===== src/rtl/timed_counter_fsm.sv =====
// Purpose : prescaled up/down counter sequenced by an IDLE/COUNTING/PAUSED/DONE FSM.
// Latency : state and count update one clk after the deciding input; count steps once per DIV_COUNT clk.
// Backpressure: none; pause holds the count and prescaler, stop aborts to IDLE.
//
// Ports: clk, rst (async, active-high); go/stop/pause control; down/limit captured at start;
//        count (registered), busy (COUNTING|PAUSED), done (DONE), state (IDLE=0..DONE=3).
// Build option: define COUNTER_AUTO_RELOAD_EN to make DONE restart the count with the
//        previously captured limit/direction instead of returning to IDLE.
module timed_counter_fsm #(
    parameter int WIDTH     = 4,
    parameter int DIV_COUNT = 1500000
) (
    input  logic             clk,
    input  logic             rst,
    input  logic             go,
    input  logic             stop,
    input  logic             pause,
    input  logic             down,
    input  logic [WIDTH-1:0] limit,
    output logic [WIDTH-1:0] count,
    output logic             busy,
    output logic             done,
    output logic [1:0]       state
);

    localparam int PW = (DIV_COUNT > 1) ? $clog2(DIV_COUNT) : 1;
    localparam logic [PW-1:0] PRE_LAST = PW'(DIV_COUNT - 1);

    typedef enum logic [1:0] {
        IDLE     = 2'd0,
        COUNTING = 2'd1,
        PAUSED   = 2'd2,
        DONE     = 2'd3
    } state_t;

    state_t           st_q, st_d;
    logic [WIDTH-1:0] cnt_q, cnt_d;
    logic [WIDTH-1:0] lim_q, lim_d;
    logic             dn_q, dn_d;
    logic [PW-1:0]    pre_q, pre_d;

    logic             tick;
    logic [PW-1:0]    pre_inc;
    logic [WIDTH-1:0] terminal;
    logic [WIDTH-1:0] cnt_step;

    // The tick is the last prescaler cycle; the prescaler wraps on the same edge.
    assign tick     = (pre_q == PRE_LAST);
    assign pre_inc  = tick ? '0 : pre_q + 1'b1;
    assign terminal = dn_q ? '0 : lim_q;
    assign cnt_step = dn_q ? cnt_q - 1'b1 : cnt_q + 1'b1;

    always_ff @(posedge clk or posedge rst) begin
        if (rst) begin
            st_q  <= IDLE;
            cnt_q <= '0;
            lim_q <= '0;
            dn_q  <= 1'b0;
            pre_q <= '0;
        end else begin
            st_q  <= st_d;
            cnt_q <= cnt_d;
            lim_q <= lim_d;
            dn_q  <= dn_d;
            pre_q <= pre_d;
        end
    end

    always_comb begin
        st_d  = st_q;
        cnt_d = cnt_q;
        lim_d = lim_q;
        dn_d  = dn_q;
        pre_d = pre_q;

        // stop outranks everything once the counter has left IDLE.
        if (st_q != IDLE && stop) begin
            st_d  = IDLE;
            cnt_d = '0;
            pre_d = '0;
        end else begin
            case (st_q)
                IDLE: begin
                    cnt_d = '0;
                    pre_d = '0;
                    if (go && !stop) begin
                        st_d  = COUNTING;
                        lim_d = limit;
                        dn_d  = down;
                        cnt_d = down ? limit : '0;
                    end
                end
                COUNTING: begin
                    // pause wins over a coincident tick: nothing advances on this edge.
                    if (pause) begin
                        st_d = PAUSED;
                    end else begin
                        pre_d = pre_inc;
                        if (tick) begin
                            if (cnt_q == terminal) begin
                                st_d = DONE;
                            end else begin
                                cnt_d = cnt_step;
                            end
                        end
                    end
                end
                PAUSED: begin
                    if (!pause) begin
                        st_d = COUNTING;
                    end
                end
                DONE: begin
                    // DONE spans one full prescaler period, entered with the prescaler at 0.
                    pre_d = pre_inc;
                    if (tick) begin
`ifdef COUNTER_AUTO_RELOAD_EN
                        st_d  = COUNTING;
                        cnt_d = dn_q ? lim_q : '0;
`else
                        st_d  = IDLE;
                        cnt_d = '0;
`endif
                    end
                end
                default: begin
                    // Any corrupted encoding falls back to a clean IDLE.
                    st_d  = IDLE;
                    cnt_d = '0;
                    pre_d = '0;
                end
            endcase
        end
    end

    assign count = cnt_q;
    assign state = st_q;
    assign busy  = (st_q == COUNTING) || (st_q == PAUSED);
    assign done  = (st_q == DONE);

endmodule

===== config.mk =====
export PLATFORM = sky130hd
export DESIGN_NAME = timed_counter_fsm
export DESIGN_NICKNAME = d
export VERILOG_FILES = /design/src/rtl/timed_counter_fsm.sv
export SDC_FILE = /design/constraint.sdc
export NUM_CORES = 1
export LEC_CHECK = 0
export ABC_CLOCK_PERIOD_IN_PS = 5650
export BUFFER_PORTS_ARGS = -buffer_cell sky130_fd_sc_hd__buf_2
export CORE_MARGIN = 3
export CORE_UTILIZATION = 63
export DETAILED_ROUTE_END_ITERATION = 7
export PLACE_DENSITY = 0.84
export SETUP_SLACK_MARGIN = 0.02
export SLEW_MARGIN = 20
export SYNTH_ARGS = -nofsm -noshare
export SYNTH_HDL_FRONTEND = slang
export SYNTH_SLANG_ARGS = --single-unit

===== constraint.sdc =====
create_clock -name clk -period 5.65 [get_ports clk]
set_input_delay 0.2825 -clock clk [delete_from_list [all_inputs] [get_ports clk]]
set_output_delay 0.2825 -clock clk [all_outputs]
set_load 0.01 [all_outputs]

==> flow_metrics.env <==
export IMPL_numClockSinks=32
export IMPL_fin_cells=267
export IMPL_initial_core_util_pct=69.7
export IMPL_max_freq_ghz=0.425
export IMPL_final_common_cell="dfrtp_1"
export IMPL_reg2reg_slack_ns=3.30
export IMPL_ys_warn_count=0
export IMPL_grt_pass1_wl_mm=6.95
export IMPL_drt_iter0_markers=149
export IMPL_fin_crit_ns=2.35
export IMPL_synthArstFlopShare_pct=100
export IMPL_antenna_found_initial=0
export IMPL_clk_latency_ns=0.33
export IMPL_syn_nets=224
export IMPL_r2r_end="pre_q[20]$_DFFE_PP0N_"
export IMPL_layout_common_cells="dfrtp_1 (32), nor2_1 (18), buf_2 (17)"
export IMPL_setup_viol=0
export IMPL_powerDensity_nw_per_um2=403
export IMPL_dp_final_hpwl_mm=3.08
export IMPL_wirelength_mm=4.10
export IMPL_synthCells=205
export IMPL_post_route_period_util_pct=41.6
export IMPL_port_buffers=17
export IMPL_worstPathArrival_ns=2.62
export IMPL_grt_max_degree=33
export IMPL_min_path_type="in -> async"
export IMPL_hold_viol_final=0
export IMPL_cts_buffers=5
export IMPL_crit_fanout=12
export IMPL_die_area_um2=3920
export IMPL_p_leak_nw=0.913
export IMPL_r2r_start="state[1]$_DFFE_PP0P_"
export IMPL_fin_nets=244
export IMPL_seq_area_frac_synth_pct=39.6
export IMPL_grt_ovfl_total=0
export IMPL_io_pins=18
export IMPL_rows=19
export IMPL_multi_input_area_um2=1170
export IMPL_status="finished clean"
export IMPL_drive_above_1_share_pct=18.2
export IMPL_crit_path_start="state[1]$_DFFE_PP0P_"
export IMPL_cts_tree="done"
export IMPL_postLayoutCoreUtil_pct=75.4
export IMPL_area_growth_pct=8.17
export IMPL_grt_pass1_vias=1468
export IMPL_skew_ns=0.00505
export IMPL_num_fill_cells=225
export IMPL_drv_slew=0
export IMPL_synth_edf_count=0
export IMPL_avgSynthCellArea_um2=9.86
export IMPL_die_y_um=62.6
export IMPL_num_vias=1645
export IMPL_post_route_drc_count=0
export IMPL_diodes=0
export IMPL_ant_nets=0
export IMPL_place_congestion=0.814
export IMPL_cts_root_buffer="clkbuf_4"
export IMPL_routedWlPerCell_um=15.3
export IMPL_drv_cap=0
export IMPL_drt_first_pass_iters=5
export IMPL_end_kind="flip-flop"
export IMPL_postCtsHoldBufs=0
export IMPL_reg2reg_depth=7
export IMPL_htree_levels=2
export IMPL_ys_ff_latch=32
export IMPL_cts_resized=0
export IMPL_relSlewSlack_pct=48.3
export IMPL_ir_worst_vdd_uv=257
export IMPL_netlist_area_um2=2020
export IMPL_ys_flop_type="dfrtp_1"
export IMPL_dp_cells=260
export IMPL_final_area_um2=2190
export IMPL_crit_end="pre_q[20]$_DFFE_PP0N_"
export IMPL_fp_coreArea_um2=2900
export IMPL_grtUsageTotal_pct=22.3
export IMPL_clockBufferDepth=2
export IMPL_tns_ns=0
export IMPL_vias_per_cell=6.16
export IMPL_required_ns=5.92
export IMPL_crit_type="reg -> reg"
export IMPL_tightestPinTransition_ns=0.765
export IMPL_seq_area_um2=801
export IMPL_crit_path_start_kind="flip-flop"
export IMPL_die_x_um=62.6
export IMPL_synth_cell_types=51
export IMPL_placed_area_um2=2140
export IMPL_clk_pin_slew_worst_paths_ns=0.09
export IMPL_rsz0062_at_grt="false"
export IMPL_cts_setup_buffers=0
[stage by stage]
stage	hold slack, ns	total power [mW]	setup slack, ns
after floorplan	0.399	0.677	3.65
after global placement	0.375	0.741	3.41
after detailed placement	0.385	0.764	3.32
after CTS	0.0217	0.884	3.30
after global routing	0.0497	0.950	3.05
final	0.0164	0.881	3.30
[report_power, final]
part	internal, mW	switching (mW)	leakage, nW	total, mW
clock	0.0457	0.0704	0.0281	0.116
sequential	0.267	0.0556	0.430	0.323
combinational	0.184	0.258	0.455	0.442
[final cells by class]
| type | instances | share of cell area (%) |
|---|---|---|
| Clock inverter | 1 | 0.229 |
| Multi-Input combinational cell | 162 | 53.6 |
| Clock buffer | 6 | 1.89 |
| Tap cell | 42 | 2.40 |
| Inverter | 6 | 1.03 |
| Timing Repair Buffer | 18 | 4.24 |
| Sequential cell | 32 | 36.6 |
[synthesized netlist by cell type (3+ instances only)]
cell | count | area, µm²
a21oi_1 | 3 | 15.0
a22oi_1 | 4 | 30.0
a32o_1 | 3 | 30.0
and2_1 | 3 | 18.8
clkbuf_1 | 3 | 11.3
dfrtp_1 | 32 | 801
ha_1 | 8 | 100
inv_1 | 6 | 22.5
mux2_2 | 7 | 78.8
nand2_1 | 15 | 56.3
nand2b_1 | 3 | 18.8
nand3_1 | 5 | 25.0
nor2_1 | 18 | 67.6
nor3_1 | 12 | 60.1
nor4_1 | 6 | 37.5
nor4b_1 | 5 | 43.8
o21ai_0 | 5 | 25.0
o2bb2ai_1 | 3 | 26.3
or3_1 | 3 | 18.8
xnor2_1 | 15 | 131
xor2_1 | 6 | 52.6
[logic make-up (layout without fill, tap and decap cells)]
family / count (synthesis) / in the layout / share of synthesized area [%]
AO/OA/AOI/OAI: 36 / 36 / 13.7
XOR/XNOR: 21 / 21 / 9.10
adder cells (fa/ha/maj): 9 / 9 / 5.94
buffers and inverters: 11 / 31 / 2.41
flip-flops: 32 / 32 / 39.6
multiplexers: 7 / 7 / 3.90
AND/OR/NAND/NOR: 89 / 89 / 25.3
[critical path: stages, from the launching register on]
cell	delay [ns]
dfrtp_1	0.43
inv_1	0.12
ha_1	0.41
nor3_1	0.12
o21ai_1	0.47
nand3_1	0.16
or4_4	0.44
a21oi_2	0.13
[layer usage]
metal	share of wire [%]	track usage (%)	up-vias
met4	1.2	7.44	0
li1	-	-	799
met3	5.4	4.68	6
met2	46	33.7	51
met5	0	0	-
met1	47	32.0	789
[registers in the layout (all words and copies together) (netlist names)]
register,count
dn_q,1
state,2
lim_q,4
count,4
pre_q,21
[worst min-delay path by stage]
| stage | from | end | slack (ns) | depth (start not counted) |
|---|---|---|---|---|
| finish | rst | pre_q[6]$_DFFE_PP0N_ | 0.02 | 3 |
| global route | rst | pre_q[6]$_DFFE_PP0N_ | 0.05 | 3 |
| global placement | rst | lim_q[1]$_DFFE_PP0P_ | 0.38 | 3 |
| floorplan | rst | count[0]$_DFFE_PP0P_ | 0.40 | 1 |
| detailed placement | rst | lim_q[0]$_DFFE_PP0P_ | 0.39 | 3 |
| CTS | rst | pre_q[6]$_DFFE_PP0N_ | 0.02 | 3 |
Power figures use the tool's default switching activity.
